[src/rtl/i2c_target_tx_if.sv]
// i2c_target_tx_if: bus pins and local transmit handshake of the I2C read target
interface i2c_target_tx_if;
  logic       scl_in;
  logic       sda_in;
  logic       sda_oe;
  logic [7:0] tx_data;
  logic       tx_valid;
  logic       tx_ready;
  logic       busy;
  logic       byte_done;
  logic       master_nack;
  logic       underrun;
  modport slave (
    input  scl_in, sda_in, tx_data, tx_valid,
    output sda_oe, tx_ready, busy, byte_done, master_nack, underrun
  );
  modport master (
    output scl_in, sda_in, tx_data, tx_valid,
    input  sda_oe, tx_ready, busy, byte_done, master_nack, underrun
  );
endinterface

[src/rtl/i2c_target_tx.sv]
// i2c_target_tx: I2C target answering master reads from a one-entry holding buffer
module i2c_target_tx #(
  parameter logic [6:0] DEV_ADDR      = 7'h50,
  parameter int         SYNC_STAGES   = 2,
  parameter logic [7:0] UNDERRUN_BYTE = 8'hFF
) (
  input logic clk,
  input logic rstn,
  i2c_target_tx_if.slave bus
);
  typedef enum logic [2:0] {IDLE, ADDR, ACK_ADDR, TX, MACK, WAIT_STOP} state_t;
  state_t state, state_n;
  logic [SYNC_STAGES-1:0] scl_sync, sda_sync;
  logic scl_d, sda_d, scl_s, sda_s;
  logic scl_rise, scl_fall, start_det, stop_det;
  logic [3:0] cnt, cnt_n;
  logic [7:0] addr_sr, addr_n, shift, shift_n, buf_q, ld_byte;
  logic oe, oe_n, busy_q, busy_n, full, load, accept;
  logic done_q, done_n, nack_q, nack_n, und_q, und_n;
  assign scl_s     = scl_sync[SYNC_STAGES-1];
  assign sda_s     = sda_sync[SYNC_STAGES-1];
  assign scl_rise  = scl_s & ~scl_d;
  assign scl_fall  = ~scl_s & scl_d;
  assign start_det = scl_s & scl_d & sda_d & ~sda_s;
  assign stop_det  = scl_s & scl_d & ~sda_d & sda_s;
  assign accept    = bus.tx_valid & ~full;
  assign ld_byte   = full ? buf_q : UNDERRUN_BYTE;
  assign bus.sda_oe      = oe;
  assign bus.tx_ready    = ~full;
  assign bus.busy        = busy_q;
  assign bus.byte_done   = done_q;
  assign bus.master_nack = nack_q;
  assign bus.underrun    = und_q;
  always_comb begin
    state_n = state;
    cnt_n   = cnt;
    addr_n  = addr_sr;
    shift_n = shift;
    oe_n    = oe;
    busy_n  = busy_q;
    done_n  = 1'b0;
    nack_n  = 1'b0;
    und_n   = 1'b0;
    load    = 1'b0;
    case (state)
      IDLE: oe_n = 1'b0;
      ADDR: begin
        if (scl_rise) begin
          addr_n = {addr_sr[6:0], sda_s};
          cnt_n  = cnt + 4'd1;
        end
        if (scl_fall && cnt == 4'd8) begin
          state_n = (addr_sr[7:1] == DEV_ADDR && addr_sr[0]) ? ACK_ADDR : WAIT_STOP;
          oe_n    = addr_sr[7:1] == DEV_ADDR && addr_sr[0];
          busy_n  = addr_sr[7:1] == DEV_ADDR && addr_sr[0];
        end
      end
      ACK_ADDR: load = scl_fall;
      TX: if (scl_fall) begin
        if (cnt == 4'd7) begin
          oe_n    = 1'b0;
          state_n = MACK;
        end else begin
          shift_n = {shift[6:0], 1'b0};
          oe_n    = ~shift[6];
          cnt_n   = cnt + 4'd1;
        end
      end
      MACK: begin
        if (scl_rise) begin
          done_n  = 1'b1;
          nack_n  = sda_s;
          busy_n  = ~sda_s;
          state_n = sda_s ? WAIT_STOP : MACK;
          cnt_n   = 4'd8;
        end
        load = scl_fall && cnt == 4'd8;
      end
      WAIT_STOP: oe_n = 1'b0;
      default: state_n = IDLE;
    endcase
    // Loading a byte puts its MSB on the bus in the same cycle
    if (load) begin
      shift_n = ld_byte;
      und_n   = ~full;
      oe_n    = ~ld_byte[7];
      cnt_n   = 4'd0;
      state_n = TX;
    end
    if (stop_det || start_det) begin
      state_n = stop_det ? IDLE : ADDR;
      cnt_n   = 4'd0;
      oe_n    = 1'b0;
      busy_n  = 1'b0;
    end
  end
  always_ff @(posedge clk or negedge rstn) begin
    if (!rstn) begin
      scl_sync <= '1;
      sda_sync <= '1;
      scl_d    <= 1'b1;
      sda_d    <= 1'b1;
      state    <= IDLE;
      cnt      <= 4'd0;
      addr_sr  <= 8'd0;
      shift    <= 8'd0;
      oe       <= 1'b0;
      busy_q   <= 1'b0;
      done_q   <= 1'b0;
      nack_q   <= 1'b0;
      und_q    <= 1'b0;
      full     <= 1'b0;
      buf_q    <= 8'd0;
    end else begin
      scl_sync <= {scl_sync[SYNC_STAGES-2:0], bus.scl_in};
      sda_sync <= {sda_sync[SYNC_STAGES-2:0], bus.sda_in};
      scl_d    <= scl_s;
      sda_d    <= sda_s;
      state    <= state_n;
      cnt      <= cnt_n;
      addr_sr  <= addr_n;
      shift    <= shift_n;
      oe       <= oe_n;
      busy_q   <= busy_n;
      done_q   <= done_n;
      nack_q   <= nack_n;
      und_q    <= und_n;
      full     <= (full & ~load) | accept;
      buf_q    <= accept ? bus.tx_data : buf_q;
    end
  end
endmodule

[src/flat_wrapper.sv]
// flat-port wrapper written by rule: the top's interface ports become plain ports
module i2c_target_tx_flat 
#(
  parameter logic [6:0] DEV_ADDR      = 7'h50,
  parameter int         SYNC_STAGES   = 2,
  parameter logic [7:0] UNDERRUN_BYTE = 8'hFF
)
  (clk, rstn, bus_scl_in, bus_sda_in, bus_tx_data, bus_tx_valid, bus_sda_oe, bus_tx_ready, bus_busy, bus_byte_done, bus_master_nack, bus_underrun);
  i2c_target_tx_if bus_i ();
  input logic clk;
  input logic rstn;
  input wire logic [$bits(bus_i.scl_in)-1:0] bus_scl_in;
  input wire logic [$bits(bus_i.sda_in)-1:0] bus_sda_in;
  input wire logic [$bits(bus_i.tx_data)-1:0] bus_tx_data;
  input wire logic [$bits(bus_i.tx_valid)-1:0] bus_tx_valid;
  output wire logic [$bits(bus_i.sda_oe)-1:0] bus_sda_oe;
  output wire logic [$bits(bus_i.tx_ready)-1:0] bus_tx_ready;
  output wire logic [$bits(bus_i.busy)-1:0] bus_busy;
  output wire logic [$bits(bus_i.byte_done)-1:0] bus_byte_done;
  output wire logic [$bits(bus_i.master_nack)-1:0] bus_master_nack;
  output wire logic [$bits(bus_i.underrun)-1:0] bus_underrun;
  assign bus_i.scl_in = bus_scl_in;
  assign bus_i.sda_in = bus_sda_in;
  assign bus_i.tx_data = bus_tx_data;
  assign bus_i.tx_valid = bus_tx_valid;
  assign bus_sda_oe = bus_i.sda_oe;
  assign bus_tx_ready = bus_i.tx_ready;
  assign bus_busy = bus_i.busy;
  assign bus_byte_done = bus_i.byte_done;
  assign bus_master_nack = bus_i.master_nack;
  assign bus_underrun = bus_i.underrun;
  i2c_target_tx #(.DEV_ADDR(DEV_ADDR), .SYNC_STAGES(SYNC_STAGES), .UNDERRUN_BYTE(UNDERRUN_BYTE)) u_core (.clk(clk), .rstn(rstn), .bus(bus_i));
endmodule
[config.mk]
export PLATFORM = sky130hd
export DESIGN_NAME = i2c_target_tx_flat
export DESIGN_NICKNAME = d
export VERILOG_FILES = /design/src/rtl/i2c_target_tx_if.sv /design/src/rtl/i2c_target_tx.sv /design/src/flat_wrapper.sv
export SDC_FILE = /design/constraint.sdc
export NUM_CORES = 1
export LEC_CHECK = 0
export ABC_AREA = 1
export CORE_ASPECT_RATIO = 1.1
export CORE_MARGIN = 2
export CORE_UTILIZATION = 40
export CTS_CLUSTER_SIZE = 12
export DETAILED_ROUTE_END_ITERATION = 7
export HOLD_SLACK_MARGIN = 0.12
export MAX_ROUTING_LAYER = met4
export PLACE_DENSITY_LB_ADDON = 0.08
export SYNTH_ARGS = -nofsm -noshare
export SYNTH_HDL_FRONTEND = slang
export SYNTH_SLANG_ARGS = --single-unit
[constraint.sdc]
create_clock -name clk -period 4.2 [get_ports clk]
set_input_delay 0.84 -clock clk [delete_from_list [all_inputs] [get_ports clk]]
set_output_delay 0.84 -clock clk [all_outputs]
set_load 0.02 [all_outputs]
* Yosys cells after proc, flatten, opt, wreduce, memory -nomap -nowiden
Index checks and enable logic that the tools add are counted.
** Storage, ports and cells
- Flip-flop bits (word level) :: 42
- Output and inout bits :: 6
** Operators by class
- Add/sub/neg operators :: 1
- Equal/unequal tests :: 18
- Muxes and demuxes :: 37
- Bitwise operators :: 18
- Reductions and logical operators :: 17
** Operators by type and width (count)
- $mux 7 :: 4
- $mux 4 :: 6
- $mux 3 :: 7
- $ne 4x1->1 const B :: 5
- $mux 1 :: 14
- $pmux 3 s4 :: 1
- $pmux 4 s3 :: 1
- $reduce_and 5->1 :: 2
- $reduce_bool 5->1 :: 2
- $and 1x1->1 :: 9
- $ne 3x1->1 const B :: 3
- $reduce_and 3->1 :: 3
- $mux 8 :: 1
- $not 1->1 :: 8
- $eq 7x7->1 const B :: 1
- $eq 3x2->1 const B :: 2
- $eq 3x3->1 const B :: 2
- $add 4x1->4 const B :: 1
- $eq 4x3->1 const B :: 1
- $eq 4x4->1 const B :: 1
- $ne 4x3->1 const B :: 1
- $pmux 1 s2 :: 2
- $reduce_bool 2->1 :: 2
- $eq 3x1->1 const B :: 1
- 10 further kinds :: 11

* Logic depth before layout (Yosys ltp)
- Depth after elaboration :: 7
- Mapped depth :: 11
- Depth with buffers taken out :: 11

* Worst setup path before layout
OpenSTA, ideal clock, no wires.
- Path type :: input-to-reg
- Start point :: input bus_tx_valid
- End point :: register u_core.buf_q[0]
- Setup time :: 0.125 ns
- Data arrival time :: 1.415 ns
- Required time :: 4.075 ns
- Slack :: 2.660 ns
- Stages on the path :: 2
- Path buffers :: 0
- Path through :: nand2_1 > mux2_2
** Between the ends
- Cells in the longest elaborated chain, start to end :: 1
** Ends and longest elaborated chain
- from (decl) :: RTL line flat_wrapper.sv:15 : input wire logic [$bits(bus_i.tx_valid)-1:0] bus_tx_valid;
- $and 1x1->1 :: RTL line i2c_target_tx.sv:26 : assign accept = bus.tx_valid & ~full;
- to (signal assigned) :: RTL line i2c_target_tx.sv:129 : buf_q <= accept ? bus.tx_data : buf_q;
- to (decl) :: RTL line i2c_target_tx.sv:17 : logic [7:0] addr_sr, addr_n, shift, shift_n, buf_q, ld_byte;
No other way between the ends.
A chain may end at the register's enable or synchronous reset.

* Worst setup path in the final report
- Start point :: register u_core.full
- End point :: output bus_tx_ready
** Between the ends
- Cells in the longest elaborated chain, start to end :: 1
** Ends and longest elaborated chain
- from (decl) :: RTL line i2c_target_tx.sv:18 : logic oe, oe_n, busy_q, busy_n, full, load, accept;
- from (signal assigned) :: RTL line i2c_target_tx.sv:128 : full <= (full & ~load) | accept;
- $not 1->1 :: RTL line i2c_target_tx.sv:29 : assign bus.tx_ready = ~full;
- to (decl) :: RTL line flat_wrapper.sv:17 : output wire logic [$bits(bus_i.tx_ready)-1:0] bus_tx_ready;
No other way between the ends.

==> results by group <==
Worst hold path
  – Hold Crit Class: reg -> reg

CTS
  – CTS Buffer Depth: 2
  – Setup Fix Bufs, Post-CTS: 0
  – Count of cells resized by post-cts repair: 0
  – Clk sinks: 42
  – Clk_lat worst skew: 290 ps
  – H-tree Lvls: 2
  – Cts bufs inserted: 5
  – Root Driver: clkbuf_8
  – Clock slew at reported path FFs: approximately 80 ps
  – Cts hold-fix bufs: 0
  – CTS tree: built

Floorplan
  – Core ar.: approximately 5400 sq um
  – Row count: 28
  – Die area: 6170 sq um
  – Die Ht: around 80 um
  – Initial core utilization: 0.415
  – Die W: 75.1 um
  – Ports: 19

STA
  – Final setup viols: 0
  – Max Fclk: about 0.44 GHz
  – Fin crit share: 0.547
  – Skew final: roughly 10 ps
  – Relative slew margins: 0.383
  – Worst Max-Slew Pin Slew: 925 ps
  – Final Slew Violations: 0
  – Final Hold Fails: 0
  – RSZ-0062 raised after global routing: false
  – Tmin final: around 2300 ps
  – Final worst slack: between 1500 and 2000 ps
  – Setup TNS: 0 ps

Detailed routing
  – Remaining antenna violation count: 0
  – DRT iter0 DRCs: 75
  – First-pass DRT Iterations: 4
  – Via-to-Cell Ratio: 4.64
  – Routed wire length: 4250 um
  – Wire length per cell: around 12 um
  – Drt drc: 0
  – DR vias: between 1500 and 2000

Finish
  – # nets final: 300
  – Fraction of layout cells with a size suffix above 1: 0.171
  – Multi-input gate area: approximately 1000 sq um
  – FF+latch area: around 1100 sq um
  – Area growth syn-to-layout: 13.7%
  – # fillers: between 500 and 600
  – N_diodes: 0

Global routing
  – Initial antenna violation count: 0
  – Total track usage: 0.163
  – Gr ovfl total: 0
  – Largest net degree at the start of global routing: 43
  – Vias in the first global route: ~1600
  – First-pass GRT wire length: roughly 7500 um

Setup path
  – CP Data Arrival Time: between 1000 and 1500 ps
  – Critical Path Fanout Max: 10
  – Worst setup EP type: output port
  – Worst setup path class: reg -> out
  – Startpoint Class: register
  – Critical Path RT: about 3400 ps

Synthesis
  – XOR/XNOR Fraction of Synth Area: 0
  – Synthesis warning total: 0
  – Synth Area in Simple Gates: 0.298
  – Compound-cell area share of the yosys netlist: 0.100
  – Mux share of post-synthesis cell area: 0.0354
  – Post-synthesis cell count: between 200 and 300
  – Seq/Total Area, Yosys: 0.476
  – Net Count, Synth: between 200 and 300
  – Mapped Area: roughly 2200 sq um
  – Adder-Cell Fraction of Synth Area: 0.0112
  – Seq cells post-synth: 42
  – Largest family of logic cells by synthesized area: simple AND/OR/NAND/NOR gates
  – Synthesized area per cell: 8.39 sq um
  – Unique cell type count in the Yosys netlist: 29

Place
  – DP Wirelength: between 3000 and 4000 um
  – RD Place Congestion: just over 0.8
  – I/O Buffers: 18
  – Dpl ws: roughly 2100 ps

Power and ir drop
  – Maximum vdd drop: about 0.23 mV
  – Pleak: around 1.3 nW
  – Pwr Density: 510 nW/um^2

Job
  – Max-cap viol count: 0

Outcome
  – Outcome: finished clean
-- metrics by stage --
| stage | cells | power, mW | area [sq um] | hold slack, ps | util |
|---|---|---|---|---|---|
| after floorplan | 265 | 0.940 | 2220 | 345 | - |
| after global placement | 353 | 1.05 | 2450 | 345 | 0.457 |
| after detailed placement | 353 | 1.05 | 2450 | 347 | 0.457 |
| after CTS | 361 | 1.31 | 2530 | 359 | 0.472 |
| after global routing | 361 | 1.40 | 2530 | 364 | 0.472 |
| final | 361 | 1.29 | 2530 | 358 | 0.472 |
-- flip-flops by register name (all words and copies together), names as in the netlist --
signal	count
u_core.addr_sr	8
u_core.buf_q	8
u_core.bus.busy	1
u_core.bus.byte_done	1
u_core.bus.master_nack	1
u_core.bus.sda_oe	1
u_core.bus.underrun	1
u_core.cnt	4
u_core.full	1
u_core.scl_d	1
u_core.scl_sync	2
u_core.sda_d	1
u_core.sda_sync	2
u_core.shift	7
u_core.state	3
-- power by group --
part	switching [mW]	total, mW	internal (mW)
Clock	0.138	0.253	0.115
Combinational	0.268	0.453	0.184
Sequential	0.0816	0.585	0.504
Total	0.488	1.29	0.803
-- critical path, stage by stage, from the launching register on --
cell	delay, ps
dfrtp_1	370
clkinv_1	200
clkdlybuf4s50_1	600
-- area by class of cell --
class / instances / area share
tap: 75 / 0.0371
sequential: 42 / 0.418
multi-input combinational: 184 / 0.391
inverter: 34 / 0.0514
clock buffer: 6 / 0.0287
timing repair buffer: 18 / 0.0692
clock inverter: 2 / 0.00396
-- layout by cell type, fill, tap and decap left out --
cell type and count:
nor2_2 2, a21oi_1 6, nand2_4 3, ha_1 2, o21ai_0 22, clkbuf_1 1
or2_2 1, or2_1 1, clkbuf_8 5, inv_4 1, inv_2 3, o21ai_1 1
nand2_1 61, dfrtp_1 36, clkinv_1 1, a21boi_0 1, nand2_2 2, nand3_2 4
nand4_1 8, nand3_4 1, clkinv_2 2, inv_1 29, dfstp_2 6, clkdlybuf4s50_1 17
nand3_1 24, a21oi_2 1, buf_2 1, nor2_4 3, mux2_2 7, nor2_1 27
o21ai_2 7
-- synth_stat cells (all sizes together) --
library cell,count,area share
inv,33,0.057
nor2,32,0.066
or2,2,0.0056
a21boi,1,0.0034
buf,5,0.021
clkinv,1,0.0017
nand3,29,0.080
a21oi,7,0.017
nand2,66,0.12
mux2,7,0.035
dfrtp,36,0.40
dfstp,6,0.071
ha,2,0.011
nand4,8,0.022
o21ai,30,0.079
-- logic make-up after synthesis --
logic type,after synthesis
AND/OR/NAND/NOR,137
flip-flops,42
multiplexers,7
AO/OA/AOI/OAI,38
adder cells (fa/ha/maj),2
buffers and inverters,39
-- routing by layer --
metal  track usage  vias up  wire length [um]  part of all wire
li1              -      896                 -                 -
met1         0.213      757              2070              0.49
met2         0.258       17              2030              0.48
met3        0.0328        6               100             0.024
met4        0.0429        0                55             0.013
met5             -        -                 0                 0
-- worst paths after layout --
| check | startpoint | endpoint | slack (ps) | cells past startpoint |
|---|---|---|---|---|
| setup / recovery | u_core.full | bus_tx_ready | 1900 | 2 |
| hold / removal | u_core.scl_sync[0] | u_core.scl_sync[1] | 360 | 0 |
| setup reg to reg | u_core.cnt[0] | u_core.shift[6] | 2450 | 10 |
| hold reg to reg | u_core.scl_sync[0] | u_core.scl_sync[1] | 360 | 0 |
| max in group asynchronous | rstn | u_core.state[0] | 2930 | 1 |
| min in group asynchronous | rstn | u_core.cnt[2] | 670 | 1 |
(Power assumes the default switching activity.)
